`src/rtl/axi_cfg_master.sv`:
```
// axi_cfg_master: scripted single-beat AXI4 master for simulation tops.
//   Takes one register read/write on the cmd_* port, issues it as a single
//   AXI4 beat on the aw/w/b or ar/r channels, and returns data and response
//   on the rsp_* port. Only one transaction is in flight at a time.
// Ports:
//   clk_i, rst_ni            clock, async active-low reset
//   cmd_*                    command in (valid/ready)
//   rsp_*                    response out (valid/ready)
//   aw_*, w_*, b_*, ar_*, r_* flattened AXI4 master channels
//   timeout_o                sticky watchdog flag
// Build option: define AXI_CFG_MASTER_TIMEOUT_EN to enable the watchdog;
//   without it timeout_o is tied low and no counter exists.
module axi_cfg_master #(
  parameter int AXI_ADDR_WIDTH = 64,
  parameter int AXI_DATA_WIDTH = 64,
  parameter int AXI_ID_WIDTH   = 4,
  parameter int AXI_USER_WIDTH = 64,
  parameter logic [AXI_ID_WIDTH-1:0] AXI_ID = '0,
  parameter int unsigned TIMEOUT_CYCLES = 1024
) (
  input  logic                        clk_i,
  input  logic                        rst_ni,
  input  logic                        cmd_valid_i,
  output logic                        cmd_ready_o,
  input  logic                        cmd_write_i,
  input  logic [AXI_ADDR_WIDTH-1:0]   cmd_addr_i,
  input  logic [AXI_DATA_WIDTH-1:0]   cmd_wdata_i,
  input  logic [AXI_DATA_WIDTH/8-1:0] cmd_strb_i,
  output logic                        rsp_valid_o,
  input  logic                        rsp_ready_i,
  output logic                        rsp_write_o,
  output logic [AXI_DATA_WIDTH-1:0]   rsp_rdata_o,
  output logic [1:0]                  rsp_resp_o,
  output logic [AXI_ID_WIDTH-1:0]     aw_id,
  output logic [AXI_ADDR_WIDTH-1:0]   aw_addr,
  output logic [7:0]                  aw_len,
  output logic [2:0]                  aw_size,
  output logic [1:0]                  aw_burst,
  output logic                        aw_lock,
  output logic [3:0]                  aw_cache,
  output logic [2:0]                  aw_prot,
  output logic [3:0]                  aw_qos,
  output logic [3:0]                  aw_region,
  output logic [5:0]                  aw_atop,
  output logic [AXI_USER_WIDTH-1:0]   aw_user,
  output logic                        aw_valid,
  input  logic                        aw_ready,
  output logic [AXI_DATA_WIDTH-1:0]   w_data,
  output logic [AXI_DATA_WIDTH/8-1:0] w_strb,
  output logic                        w_last,
  output logic [AXI_USER_WIDTH-1:0]   w_user,
  output logic                        w_valid,
  input  logic                        w_ready,
  input  logic [AXI_ID_WIDTH-1:0]     b_id,
  input  logic [1:0]                  b_resp,
  input  logic [AXI_USER_WIDTH-1:0]   b_user,
  input  logic                        b_valid,
  output logic                        b_ready,
  output logic [AXI_ID_WIDTH-1:0]     ar_id,
  output logic [AXI_ADDR_WIDTH-1:0]   ar_addr,
  output logic [7:0]                  ar_len,
  output logic [2:0]                  ar_size,
  output logic [1:0]                  ar_burst,
  output logic                        ar_lock,
  output logic [3:0]                  ar_cache,
  output logic [2:0]                  ar_prot,
  output logic [3:0]                  ar_qos,
  output logic [3:0]                  ar_region,
  output logic [AXI_USER_WIDTH-1:0]   ar_user,
  output logic                        ar_valid,
  input  logic                        ar_ready,
  input  logic [AXI_ID_WIDTH-1:0]     r_id,
  input  logic [AXI_DATA_WIDTH-1:0]   r_data,
  input  logic [1:0]                  r_resp,
  input  logic                        r_last,
  input  logic [AXI_USER_WIDTH-1:0]   r_user,
  input  logic                        r_valid,
  output logic                        r_ready,
  output logic                        timeout_o
);
  localparam logic [2:0] SIZE = 3'($clog2(AXI_DATA_WIDTH/8));

  typedef enum logic [2:0] {IDLE, WRITE, BRESP, READ, RDATA, RSP} state_e;
  state_e state_q;
  logic   aw_done_q, w_done_q;
  logic   aw_hs, w_hs;

  // Single-beat INCR, everything else zero.
  assign aw_id = AXI_ID;      assign ar_id = AXI_ID;
  assign aw_len = '0;         assign ar_len = '0;
  assign aw_size = SIZE;      assign ar_size = SIZE;
  assign aw_burst = 2'b01;    assign ar_burst = 2'b01;
  assign aw_lock = 1'b0;      assign ar_lock = 1'b0;
  assign aw_cache = '0;       assign ar_cache = '0;
  assign aw_prot = '0;        assign ar_prot = '0;
  assign aw_qos = '0;         assign ar_qos = '0;
  assign aw_region = '0;      assign ar_region = '0;
  assign aw_atop = '0;
  assign aw_user = '0;        assign ar_user = '0;
  assign w_user = '0;
  assign w_last = 1'b1;

  // IDs and user sidebands of responses carry nothing for a single-ID master.
  logic unused_rsp_side;
  assign unused_rsp_side = ^{b_id, b_user, r_id, r_user};

  assign aw_hs = aw_valid && aw_ready;
  assign w_hs  = w_valid && w_ready;

  always_ff @(posedge clk_i or negedge rst_ni) begin
    if (!rst_ni) begin
      state_q     <= IDLE;
      cmd_ready_o <= 1'b0;
      rsp_valid_o <= 1'b0;
      rsp_write_o <= 1'b0;
      rsp_rdata_o <= '0;
      rsp_resp_o  <= '0;
      aw_addr     <= '0;
      aw_valid    <= 1'b0;
      w_data      <= '0;
      w_strb      <= '0;
      w_valid     <= 1'b0;
      b_ready     <= 1'b0;
      ar_addr     <= '0;
      ar_valid    <= 1'b0;
      r_ready     <= 1'b0;
      aw_done_q   <= 1'b0;
      w_done_q    <= 1'b0;
    end else begin
      unique case (state_q)
        IDLE: begin
          if (cmd_valid_i && cmd_ready_o) begin
            cmd_ready_o <= 1'b0;
            if (cmd_write_i) begin
              aw_addr   <= cmd_addr_i;
              w_data    <= cmd_wdata_i;
              w_strb    <= cmd_strb_i;
              aw_valid  <= 1'b1;
              w_valid   <= 1'b1;
              aw_done_q <= 1'b0;
              w_done_q  <= 1'b0;
              state_q   <= WRITE;
            end else begin
              ar_addr  <= cmd_addr_i;
              ar_valid <= 1'b1;
              state_q  <= READ;
            end
          end else begin
            cmd_ready_o <= 1'b1;
          end
        end
        WRITE: begin
          // aw and w retire independently; move on once both have.
          if (aw_hs) begin aw_valid <= 1'b0; aw_done_q <= 1'b1; end
          if (w_hs)  begin w_valid  <= 1'b0; w_done_q  <= 1'b1; end
          if ((aw_done_q || aw_hs) && (w_done_q || w_hs)) begin
            b_ready <= 1'b1;
            state_q <= BRESP;
          end
        end
        BRESP: begin
          if (b_valid) begin
            b_ready     <= 1'b0;
            rsp_write_o <= 1'b1;
            rsp_rdata_o <= '0;
            rsp_resp_o  <= b_resp;
            rsp_valid_o <= 1'b1;
            state_q     <= RSP;
          end
        end
        READ: begin
          if (ar_ready) begin
            ar_valid <= 1'b0;
            r_ready  <= 1'b1;
            state_q  <= RDATA;
          end
        end
        RDATA: begin
          if (r_valid) begin
            r_ready     <= 1'b0;
            rsp_write_o <= 1'b0;
            rsp_rdata_o <= r_data;
            // A single-beat read must end with r_last; anything else is a slave error.
            rsp_resp_o  <= r_last ? r_resp : 2'b10;
            rsp_valid_o <= 1'b1;
            state_q     <= RSP;
          end
        end
        RSP: begin
          if (rsp_ready_i) begin
            rsp_valid_o <= 1'b0;
            cmd_ready_o <= 1'b1;
            state_q     <= IDLE;
          end
        end
        default: state_q <= IDLE;
      endcase
    end
  end

`ifdef AXI_CFG_MASTER_TIMEOUT_EN
  // Counts cycles spent in the current waiting state. The first cycle of a
  // new state loads 1, so the flag rises exactly TIMEOUT_CYCLES cycles after
  // entering the state. The transaction itself is never aborted.
  state_e      prev_q;
  logic [31:0] wd_cnt_q, wd_cnt_nxt;
  logic        busy;

  assign busy       = (state_q == WRITE) || (state_q == BRESP) ||
                      (state_q == READ)  || (state_q == RDATA);
  assign wd_cnt_nxt = (state_q != prev_q) ? 32'd1 : wd_cnt_q + 32'd1;

  always_ff @(posedge clk_i or negedge rst_ni) begin
    if (!rst_ni) begin
      prev_q    <= IDLE;
      wd_cnt_q  <= '0;
      timeout_o <= 1'b0;
    end else begin
      prev_q <= state_q;
      if (busy) begin
        wd_cnt_q <= wd_cnt_nxt;
        if (wd_cnt_nxt >= 32'(TIMEOUT_CYCLES)) timeout_o <= 1'b1;
      end else begin
        wd_cnt_q <= '0;
      end
    end
  end
`else
  logic [31:0] unused_timeout_cycles;
  assign unused_timeout_cycles = 32'(TIMEOUT_CYCLES);
  assign timeout_o = 1'b0;
`endif

endmodule

```
`config.mk`:
```
export PLATFORM = sky130hd
export DESIGN_NAME = axi_cfg_master
export DESIGN_NICKNAME = d
export VERILOG_FILES = /design/src/rtl/axi_cfg_master.sv
export SDC_FILE = /design/constraint.sdc
export NUM_CORES = 1
export LEC_CHECK = 0
export CORE_AREA = 2 2 346 348
export DETAILED_ROUTE_END_ITERATION = 8
export DIE_AREA = 0 0 348 350
export PLACE_DENSITY = 0.37
export SYNTH_ARGS = -nofsm -noshare
export SYNTH_HDL_FRONTEND = slang
export SYNTH_SLANG_ARGS = --single-unit
```
`constraint.sdc`:
```
create_clock -name clk_i -period 4.9 [get_ports clk_i]
set_input_delay 0.98 -clock clk_i [delete_from_list [all_inputs] [get_ports clk_i]]
set_output_delay 0.98 -clock clk_i [all_outputs]
set_load 0.05 [all_outputs]
```
=== Yosys cells after proc, flatten, opt, wreduce, memory -nomap -nowiden ===
Cells that the tools add are included.

* Bits of input ports: 351
* Logic and storage cells: 103
* Output and inout bits: 540
* Register bits after elaboration: 279

* Reductions and logical operators: 25
* Multiplexer cells: 45
* Equality and inequality tests: 15
* Bitwise logic cells: 1

{| class="wikitable"
|+ Operators with widths
! kind !! count
|-
| two-way mux 64 bit || 2
|-
| case mux 64 bit (2 select lines) || 1
|-
| two-way mux 1 bit || 20
|-
| != test 2 bit (second input constant) || 10
|-
| two-way mux 3 bit || 6
|-
| case mux 1 bit (2 select lines) || 9
|-
| case mux 3 bit (6 select lines) || 1
|-
| AND reduction 4 bit || 4
|-
| AND reduction 3 bit || 5
|-
| nonzero test 2 bit || 6
|-
| two-way mux 2 bit || 4
|-
| == test 3 x 2 -> 1 bit (second input constant) || 2
|-
| == test 3 bit (second input constant) || 2
|-
| AND reduction 6 bit || 1
|-
| logical AND 1 bit || 4
|-
| case mux 2 bit (2 select lines) || 1
|-
| == test 3 x 1 -> 1 bit (second input constant) || 1
|-
| logical NOT 3 bit || 1
|-
| case mux 1 bit (3 select lines) || 1
|-
| nonzero test 3 bit || 1
|-
| logical OR 1 bit || 2
|-
| AND reduction 2 bit || 1
|-
| NOT 1 bit || 1
|}

=== Logic depth before layout (Yosys ltp) ===
Gate-level depths: netlist of the first run.

* Depth in word-level cells: 5
* Mapped depth: 7
* Depth with buffers taken out: 3

=== Worst setup path after synthesis of the first run ===
No wires, ideal clock.

* Path type: input-to-reg
* Start point: in cmd_valid_i
* End point: reg ar_addr[25]
* Buffers on the path: 2
* Setup time: 0.127 ns
* Required time: 4.773 ns
* Stages: 5
* Arrival time: 1.986 ns
* Slack: 2.787 ns
* Path through: nand2_1 -> nor4_4 -> buf_6 -> buf_6 -> mux2_1

* Cells in the longest elaborated chain, start to end: 2

{| class="wikitable"
|+ RTL lines
! element !! line !! text
|-
| from (decl) || 23 || <nowiki>input logic cmd_valid_i,</nowiki>
|-
| logical AND 1 bit || 132 || <nowiki>if (cmd_valid_i && cmd_ready_o) begin</nowiki>
|-
| AND reduction 3 bit (no source line) || - ||
|-
| to (signal assigned) || 144 || <nowiki>ar_addr <= cmd_addr_i;</nowiki>
|-
| to (decl) || 60 || <nowiki>output logic [AXI_ADDR_WIDTH-1:0] ar_addr,</nowiki>
|}

No other way between the ends.
A chain may end at the register's enable or synchronous reset.

=== Final worst setup path of the first run ===
* Start point: reg aw_addr[26]
* End point: out aw_addr[26]

{| class="wikitable"
|+ RTL lines
! element !! line !! text
|-
| from (decl) || 35 || <nowiki>output logic [AXI_ADDR_WIDTH-1:0] aw_addr,</nowiki>
|-
| from (signal assigned) || 135 || <nowiki>aw_addr <= cmd_addr_i;</nowiki>
|}

No word-level cell between the ends.

==> impl_metrics.tcl, run 1 <==
set metrics [dict create \
    antenna_left 0 \
    die_height_um 350 \
    clk_pin_slew_ps 60 \
    clkLatencyLatePin_ps 600 \
    syn2layout_area_growth_pct 52.7 \
    core_area_mm2 0.118 \
    slew_headroom_pct 47.9 \
    grt.total_usage_pct 7.14 \
    wl_per_cell_um 14.4 \
    cts_root_buffer "clkbuf_16" \
    yosysTopAreaCell "dfrtp_1" \
    gp_congestion 0.754 \
    dp.cells 3043 \
    cts_hold_buf 0 \
    fillers 12900 \
    antenna_found_initial 3 \
    synth-xor-area-share_pct 0 \
    hold_slack_ps 404 \
    fin_area_mm2 0.0202 \
    grt_pass1_vias 9149 \
    synth_compound_area_share_pct 1.46 \
    drtIter0Drc 195 \
    hpwl_mm 33.8 \
    synth_area_mm2 0.0132 \
    synth_top_family_by_area "multiplexers" \
    status "finished, final reports clean" \
    p_sw_mw 8.02 \
    grt_pass1_wl_mm 63.8 \
    ys_seq_area_share_pct 52.9 \
    yosys_warnings 0 \
    start_kind "register" \
    setup_viol 0 \
    hold_violations 0 \
    post-route-period-util_pct 59.9 \
    die_w_um 348 \
    p_seq_share_pct 26.0 \
    synth_seq_cells 279 \
    final_nets 1898 \
    rrSetupSlack_ps 2250 \
    yosys.area.top_type_share_pct 52.9 \
    clock-sinks 279 \
    grt_overflow 0 \
    io_pins 891 \
    grt_max_degree 90 \
    rows 126 \
    synth_enable_flop_cells 0 \
    drv_slew 0 \
    h-tree-depth 2 \
    cts-resized-gates 0 \
    drt_wl_total_mm 45.0 \
    portBuffers 488 \
    max_freq_mhz 340 \
    worstPathRequired_ps 3920 \
    cts_tree "done" \
    power_density_mw_per_mm2 807 \
    cp_top_family "buffers and inverters" \
    ir_worst_vdd_uv 436 \
    drt_pass1_iterations 4 \
    critPathBufInv 1 \
    final_cell_count_no_fill 3112 \
    synth_cells 1045 \
    drive_gt1_share_pct 15.2 \
    rsz0062_at_grt "false" \
    avgSynthCellArea_um2 12.6 \
    fin_skew_ps 18.2 \
    clock_power_share_pct 17.7 \
    cp-end-kind "output pin" \
    synthAdderAreaFrac_pct 0 \
    dieArea_mm2 0.122 \
    cellLeakagePower_nw 8.22 \
    p_int_mw 8.23 \
    slowest_delay_ps 880 \
    cts.path.max_buffers 3 \
    placed_cell_area_mm2 0.0189 \
    tns_ps 0 \
    pwr-share-comb_pct 56.3 \
    synthSimpleGateAreaFrac_pct 3.14 \
    num_vias 8692 \
    min_path_type "primary input to async pin" \
    finalCriticalPeriod_ps 2940 \
    swShare_pct 49.4 \
    synth_area_leaders "dfrtp_1 (53%), buf_4 (16%), mux2_2 (12%)" \
    cts_buffers 38 \
    synthArstFlopShare_pct 100 \
    crit_type "register to output pin" \
    synth_top_flop_cell "dfrtp_1" \
    ys_types 39 \
    crit_chain "clkdlybuf4s50_1" \
    crit_fanout 2 \
    initial_core_util_pct 11.2 \
    vias_per_cell 2.79 \
    drc 0 \
    worstPathArrival_ps 1960 \
    slowest_stage "clkdlybuf4s50_1" \
    tightest_slew_ps 781 \
    cap_violations 0 \
    cts_setup_buffers 0 \
    synthMuxAreaShare_pct 22.9 \
]
-- power groups by stage --
stage	clock network, mW	logic [mW]	registers (mW)
global route	3.15	9.59	4.40
CTS	3.07	9.28	4.25
global placement	0	9.26	4.22
floorplan	0	2.21	8.09
detailed placement	0	9.26	4.25
finish	2.88	9.15	4.22
-- routing by layer --
| metal | part of all wire, % | global-route usage, % | wire (um) |
|---|---|---|---|
| met3 | 15 | 4.91 | 6690 |
| met5 | 0.056 | 0 | 25 |
| met2 | 45 | 10.9 | 20100 |
| met4 | 2.9 | 2.73 | 1310 |
| met1 | 37 | 7.72 | 16800 |
-- synth_stat cells, types with 2 or more instances --
| cell | instances |
|---|---|
| clkbuf_1 | 3 |
| mux2_1 | 44 |
| nand2b_1 | 4 |
| buf_6 | 7 |
| mux2_2 | 139 |
| o22ai_1 | 2 |
| o21ai_0 | 3 |
| nand3b_1 | 2 |
| a21o_1 | 2 |
| nand3_1 | 3 |
| nor2_1 | 2 |
| o2bb2ai_1 | 2 |
| a31oi_1 | 2 |
| buf_12 | 2 |
| dfrtp_1 | 279 |
| buf_2 | 13 |
| nand2_1 | 69 |
| buf_4 | 281 |
| a211oi_1 | 3 |
| mux2_4 | 20 |
| a211o_1 | 2 |
| o21a_1 | 3 |
| conb_1 | 2 |
| inv_1 | 69 |
| mux2i_1 | 66 |
| a21oi_1 | 6 |
| nor2b_1 | 3 |
-- area by class of cell --
type	instances	area [um2]	area share (%)
multi-input combinational	654	4650	23.1
clock buffer	54	1070	5.31
inverter	69	259	1.29
tap	1536	1920	9.54
antenna	1	2.50	0.0124
clock inverter	14	201	1.00
timing repair buffer	505	5070	25.1
sequential	279	6980	34.6
-- sequential cells by signal, indices dropped and copies added, names as in the netlist, 2 cells and up --
register     cells
ar_addr         64
aw_addr         64
rsp_rdata_o     64
rsp_resp_o       2
state_q          3
w_data          64
w_strb           8
-- per-stage QoR --
step	power, mW	utilization, %	setup WS, ps
2_1_floorplan	10.3	-	2790
3_3_place_gp	13.5	16.0	1640
3_5_place_dp	13.5	16.0	1620
4_1_cts	16.6	17.1	1850
5_1_grt	17.1	17.1	1800
6_report	16.3	17.1	1960
-- placed cells by master (no fill, tap or decap), types with 3 or more instances in the layout --
cell type        synthesis  final
buf_12                   2      4
nand3_1                  3      3
dfrtp_1                279    279
clkbuf_1                 3     10
inv_1                   69     69
buf_4                  281     13
mux2_1                  44     44
mux2i_1                 66     66
o21ai_0                  3      3
nand2_1                 69     69
clkbuf_16                0     38
mux2_2                 139    139
mux2_4                  20     20
nand2b_1                 4      4
a211oi_1                 3      3
bufinv_16                0      3
clkinv_2                 0      4
a21oi_1                  6      5
conb_1                   2    266
o21a_1                   3      3
nor2b_1                  3      3
clkdlybuf4s50_1          0    487
clkbuf_8                 0      6
-- cells by family (layout without fill, tap and decap cells) --
logic type | after synthesis | in the layout
DFF | 279 | 279
buffers and inverters | 376 | 642
other | 2 | 267
muxes | 269 | 269
and+or+nand+nor | 91 | 91
AOI/OAI and AO/OA | 28 | 28
-- path summary, 6_finish.rpt --
check | end | cells after the start | start
worst max register to register | rsp_resp_o[0] | 4 | state_q[2]
worst min register to register | ar_addr[31] | 1 | ar_addr[31]
worst min-delay path | w_strb[7] | 1 | rst_ni
worst max-delay path | aw_addr[26] | 1 | aw_addr[26]
max in group asynchronous | ar_addr[28] | 2 | rst_ni
min in group clk_i | ar_addr[31] | 1 | ar_addr[31]
Power figures use the tool's default switching activity.
==> run 2: changes to the inputs <==
Settings changed: CORE_AREA 2 2 346 348 to 2 2 344 346, DIE_AREA 0 0 348 350 to 0 0 346 348, PLACE_DENSITY 0.37 to 0.38.
Clock period 4.9 ns to 2.57 ns, I/O delays scaled along.
==> impl_metrics.tcl, run 2 (synthesized netlist as in run 1, its figures left out) <==
set metrics [dict create \
    critPathBufInv 1 \
    grt_pass1_vias 9107 \
    portBuffers 488 \
    min_path_type "primary input to async pin" \
    initial_core_util_pct 11.3 \
    power_density_mw_per_mm2 1520 \
    clock-sinks 279 \
    clock_power_share_pct 17.1 \
    layout_commonest_cell "clkdlybuf4s50_1" \
    wl_per_cell_um 13.9 \
    pwr-share-comb_pct 57.3 \
    met2_usage_pct 10.6 \
    p_seq_share_pct 25.6 \
    layout_common_cells "clkdlybuf4s50_1 (481), dfrtp_1 (279), conb_1 (266)" \
    clkLatencyLatePin_ps 590 \
    dieArea_mm2 0.120 \
    grt_pass1_wl_mm 62.6 \
    drtIter0Drc 197 \
    p_sw_mw 15.2 \
    worstPathRequired_ps 2060 \
    grt.total_usage_pct 7.00 \
    crit_fanout 6 \
    gp_congestion 0.727 \
    crit_type "register to output pin" \
    met3_usage_pct 4.92 \
    die_height_um 348 \
    start_kind "register" \
    drive_gt1_share_pct 16.3 \
    worstPathArrival_ps 1920 \
    fin_area_mm2 0.0203 \
    antenna_left 0 \
    slowest_stage "clkdlybuf4s50_1" \
    cts_root_buffer "clkbuf_16" \
    antenna_found_initial 4 \
    syn2layout_area_growth_pct 54.0 \
    crit_chain "clkdlybuf4s50_1" \
    dp.cells 3058 \
    drv_slew 0 \
    hold_violations 0 \
    cts.path.max_buffers 3 \
    total_power_mw 30.8 \
    cts_tree "done" \
    swShare_pct 49.3 \
    cap_violations 0 \
    slew_headroom_pct 54.3 \
    tns_ps 0 \
    drt_pass1_iterations 4 \
    fillers 12900 \
    die_w_um 346 \
    hold_slack_ps 401 \
    max_freq_mhz 411 \
    h-tree-depth 2 \
    final_nets 1914 \
    tightest_slew_ps 684 \
    p_int_mw 15.6 \
    ir_worst_vdd_uv 691 \
    rows 126 \
    setup_viol 0 \
    insertedDiodeCount 0 \
    grt_use_met1_pct 7.56 \
    cp_top_family "buffers and inverters" \
    grt.busiest_layer "met2" \
    rsz0062_at_grt "false" \
    finalCriticalPeriod_ps 2430 \
    final_cell_count_no_fill 3125 \
    cellLeakagePower_nw 8.32 \
    placed_cell_area_mm2 0.0191 \
    num_vias 8690 \
    grt_overflow 0 \
    drt_wl_total_mm 43.5 \
    status "finished, final reports clean" \
    hpwl_mm 33.2 \
    core_area_mm2 0.117 \
    drc 0 \
    vias_per_cell 2.78 \
    post-route-period-util_pct 94.7 \
    io_pins 891 \
    clk_pin_slew_ps 60 \
    slowest_delay_ps 890 \
    cp-end-kind "output pin" \
    fin_skew_ps 17.0 \
    cts_buffers 38 \
    grt_max_degree 66 \
]
[run 2: changes by cell type in the layout (fill, tap and decap cells not counted), moves of 2 or more]
| cell | change |
|---|---|
| clkinv_2 | +2 |
| clkbuf_1 | -2 |
| buf_4 | +11 |
| clkbuf_8 | +2 |
| buf_12 | +9 |
| clkdlybuf4s50_1 | -6 |
| bufinv_16 | -2 |
[run 2: final timing paths]
path	start	to	slack, ps	depth (start not counted)
max	cmd_ready_o	cmd_ready_o	140	1
min	rst_ni	w_data[8]	400	2
max reg2reg	state_q[2]	aw_addr[13]	560	5
min reg2reg	ar_addr[58]	ar_addr[58]	480	1
max in group asynchronous	rst_ni	ar_addr[25]	1420	3
min in group clk_i	r_data[36]	rsp_rdata_o[36]	460	3
[run 2: power groups by stage]
stage | Combinational (mW) | Clock (mW) | Sequential [mW]
floorplan | 4.22 | 0 | 15.4
global placement | 17.9 | 0 | 7.90
detailed placement | 17.8 | 0 | 7.95
CTS | 17.9 | 5.63 | 7.97
global route | 18.5 | 5.79 | 8.24
finish | 17.7 | 5.28 | 7.90
[run 2: layer usage]
metal	vias to the layer above	part of all wire (%)
met5	-	0.080
met4	6	2.8
met3	54	16
met2	515	44
met1	4182	37
li1	3933	-
[run 2: what timing repair did]
item                                    4_1_cts  5_1_grt
endpoints found under the hold margin        29        0
hold buffers                                  1        0
setup buffers                                 0        0
gates resized for setup                       1        0
endpoints found under the setup margin        1        0
[run 2: final cells by class]
class	instances	area, um2	share of cell area, %
sequential	279	6980	34.4
timing repair buffer	521	5290	26.0
multi-input combinational	654	4650	22.9
tap	1536	1920	9.46
clock buffer	54	1090	5.37
inverter	69	259	1.27
clock inverter	12	134	0.659
[run 2: metrics by stage]
| step | utilization, % | worst slack, ps |
|---|---|---|
| after floorplan | - | 668 |
| after global placement | 16.3 | 146 |
| after detailed placement | 16.3 | 149 |
| after CTS | 17.4 | 20.7 |
| after global routing | 17.4 | 5.81 |
| final | 17.4 | 137 |
==> run 3: changes to the inputs <==
Settings changed: HOLD_SLACK_MARGIN from default to 0.1, SETUP_SLACK_MARGIN from default to 0.3.
==> impl_metrics.tcl, run 3 (synthesized netlist as in run 1, its figures left out) <==
set metrics [dict create \
    p_seq_share_pct 26.7 \
    p_int_mw 14.1 \
    tightest_slew_ps 688 \
    dieArea_mm2 0.120 \
    pwr-share-comb_pct 55.2 \
    clkLatencyLatePin_ps 590 \
    slowest_stage "dlygate4sd2_1" \
    cts_buffers 38 \
    cts.path.max_buffers 3 \
    rows 126 \
    die_w_um 346 \
    rsz0062_at_grt "false" \
    cts_root_buffer "clkbuf_16" \
    crit_type "register to output pin" \
    crit_fanout 2 \
    grt_pass1_wl_mm 62.8 \
    clock_power_share_pct 18.1 \
    post-route-period-util_pct 84.6 \
    cap_violations 0 \
    worstPathRequired_ps 2060 \
    hpwl_mm 33.2 \
    tns_ps 0 \
    power_density_mw_per_mm2 1460 \
    p_sw_mw 15.1 \
    grt_overflow 0 \
    h-tree-depth 2 \
    slew_headroom_pct 54.3 \
    cp_top_family "buffers and inverters" \
    slowest_delay_ps 600 \
    cellLeakagePower_nw 8.95 \
    swShare_pct 51.7 \
    grt.total_usage_pct 7.02 \
    antenna_found_initial 4 \
    grt_pass1_vias 9133 \
    drive_gt1_share_pct 16.3 \
    syn2layout_area_growth_pct 51.5 \
    worstPathArrival_ps 1660 \
    start_kind "register" \
    wl_per_cell_um 13.9 \
    critPathBufInv 1 \
    grt_max_degree 66 \
    initial_core_util_pct 11.3 \
    vias_per_cell 2.78 \
    drc 0 \
    cts_tree "done" \
    portBuffers 488 \
    min_path_type "primary input to async pin" \
    clock-sinks 279 \
    hold_slack_ps 401 \
    max_freq_mhz 460 \
    drt_pass1_iterations 4 \
    status "finished, final reports clean" \
    num_vias 8695 \
    drt_wl_total_mm 43.4 \
    layout_common_cells "dfrtp_1 (279), dlygate4sd2_1 (268), conb_1 (266)" \
    io_pins 891 \
    hold_violations 0 \
    layout_commonest_cell "dfrtp_1" \
    die_height_um 348 \
    ir_worst_vdd_uv 655 \
    setup_viol 0 \
    clk_pin_slew_ps 60 \
    crit_chain "dlygate4sd2_1" \
    gp_congestion 0.727 \
    final_nets 1914 \
    fin_skew_ps 16.9 \
    drv_slew 0 \
    fillers 13000 \
    core_area_mm2 0.117 \
    insertedDiodeCount 0 \
    drtIter0Drc 172 \
    cp-end-kind "output pin" \
    antenna_left 0 \
    finalCriticalPeriod_ps 2170 \
]
==> run 3: cell types whose count changed in the layout (fill, tap and decap cells not counted), sizes merged <==
cell           previous run  this run
clkdlybuf4s15             0         1
clkdlybuf4s50           481       213
dlygate4sd2               1       268
==> run 3: worst paths after layout <==
| kind | start | to | slack, ps | depth (start not counted) |
|---|---|---|---|---|
| worst max-delay path | aw_addr[22] | aw_addr[22] | 400 | 1 |
| worst min-delay path | rst_ni | w_data[28] | 400 | 2 |
| worst max register to register | state_q[2] | aw_addr[13] | 550 | 5 |
| worst min register to register | ar_addr[58] | ar_addr[58] | 480 | 1 |
| max in group asynchronous | rst_ni | ar_addr[25] | 1420 | 3 |
| min in group clk_i | r_data[36] | rsp_rdata_o[36] | 470 | 3 |
==> run 3: routing by layer <==
layer,GRT usage (%),wire length [um]
met5,0,35
met4,2.62,1210
met3,4.89,6720
met2,10.7,19100
met1,7.57,16300
==> run 3: final cells by class <==
cell class / instances / area, um2 / area share, %
Multi-Input combinational cell: 654 / 4650 / 23.2
Tap cell: 1536 / 1920 / 9.61
Timing Repair Buffer: 521 / 4950 / 24.8
Inverter: 69 / 259 / 1.30
Clock inverter: 12 / 134 / 0.670
Clock buffer: 54 / 1090 / 5.46
Sequential cell: 279 / 6980 / 34.9
==> run 3: power by group through the flow <==
| stage | logic (mW) | registers (mW) | clock network [mW] |
|---|---|---|---|
| after floorplan | 4.22 | 15.4 | 0 |
| after global placement | 17.9 | 7.90 | 0 |
| after detailed placement | 17.8 | 7.95 | 0 |
| after CTS | 16.4 | 7.88 | 5.63 |
| after global routing | 17.0 | 8.16 | 5.79 |
| final | 16.2 | 7.81 | 5.28 |
==> run 3: what timing repair did <==
item                                    CTS  global route
endpoints found under the setup margin  269             1
resized for setup                       269             1
buffers inserted                          0             0
hold endpoints to repair                 31             0
hold buffers                              1             0
==> run 3: through the flow <==
stage          total power, mW  std cells  setup slack (ps)  util (%)  instance area [um2]
6_report                  29.2       3125               396      17.1                20000
5_1_grt                   30.9       3125               311      17.1                20000
4_1_cts                   29.9       3125               275      17.1                20000
3_5_place_dp              25.8       3058               149      16.3                19100
3_3_place_gp              25.8       3058               146      16.3                19100
2_1_floorplan             19.6       1309               668         -                14200
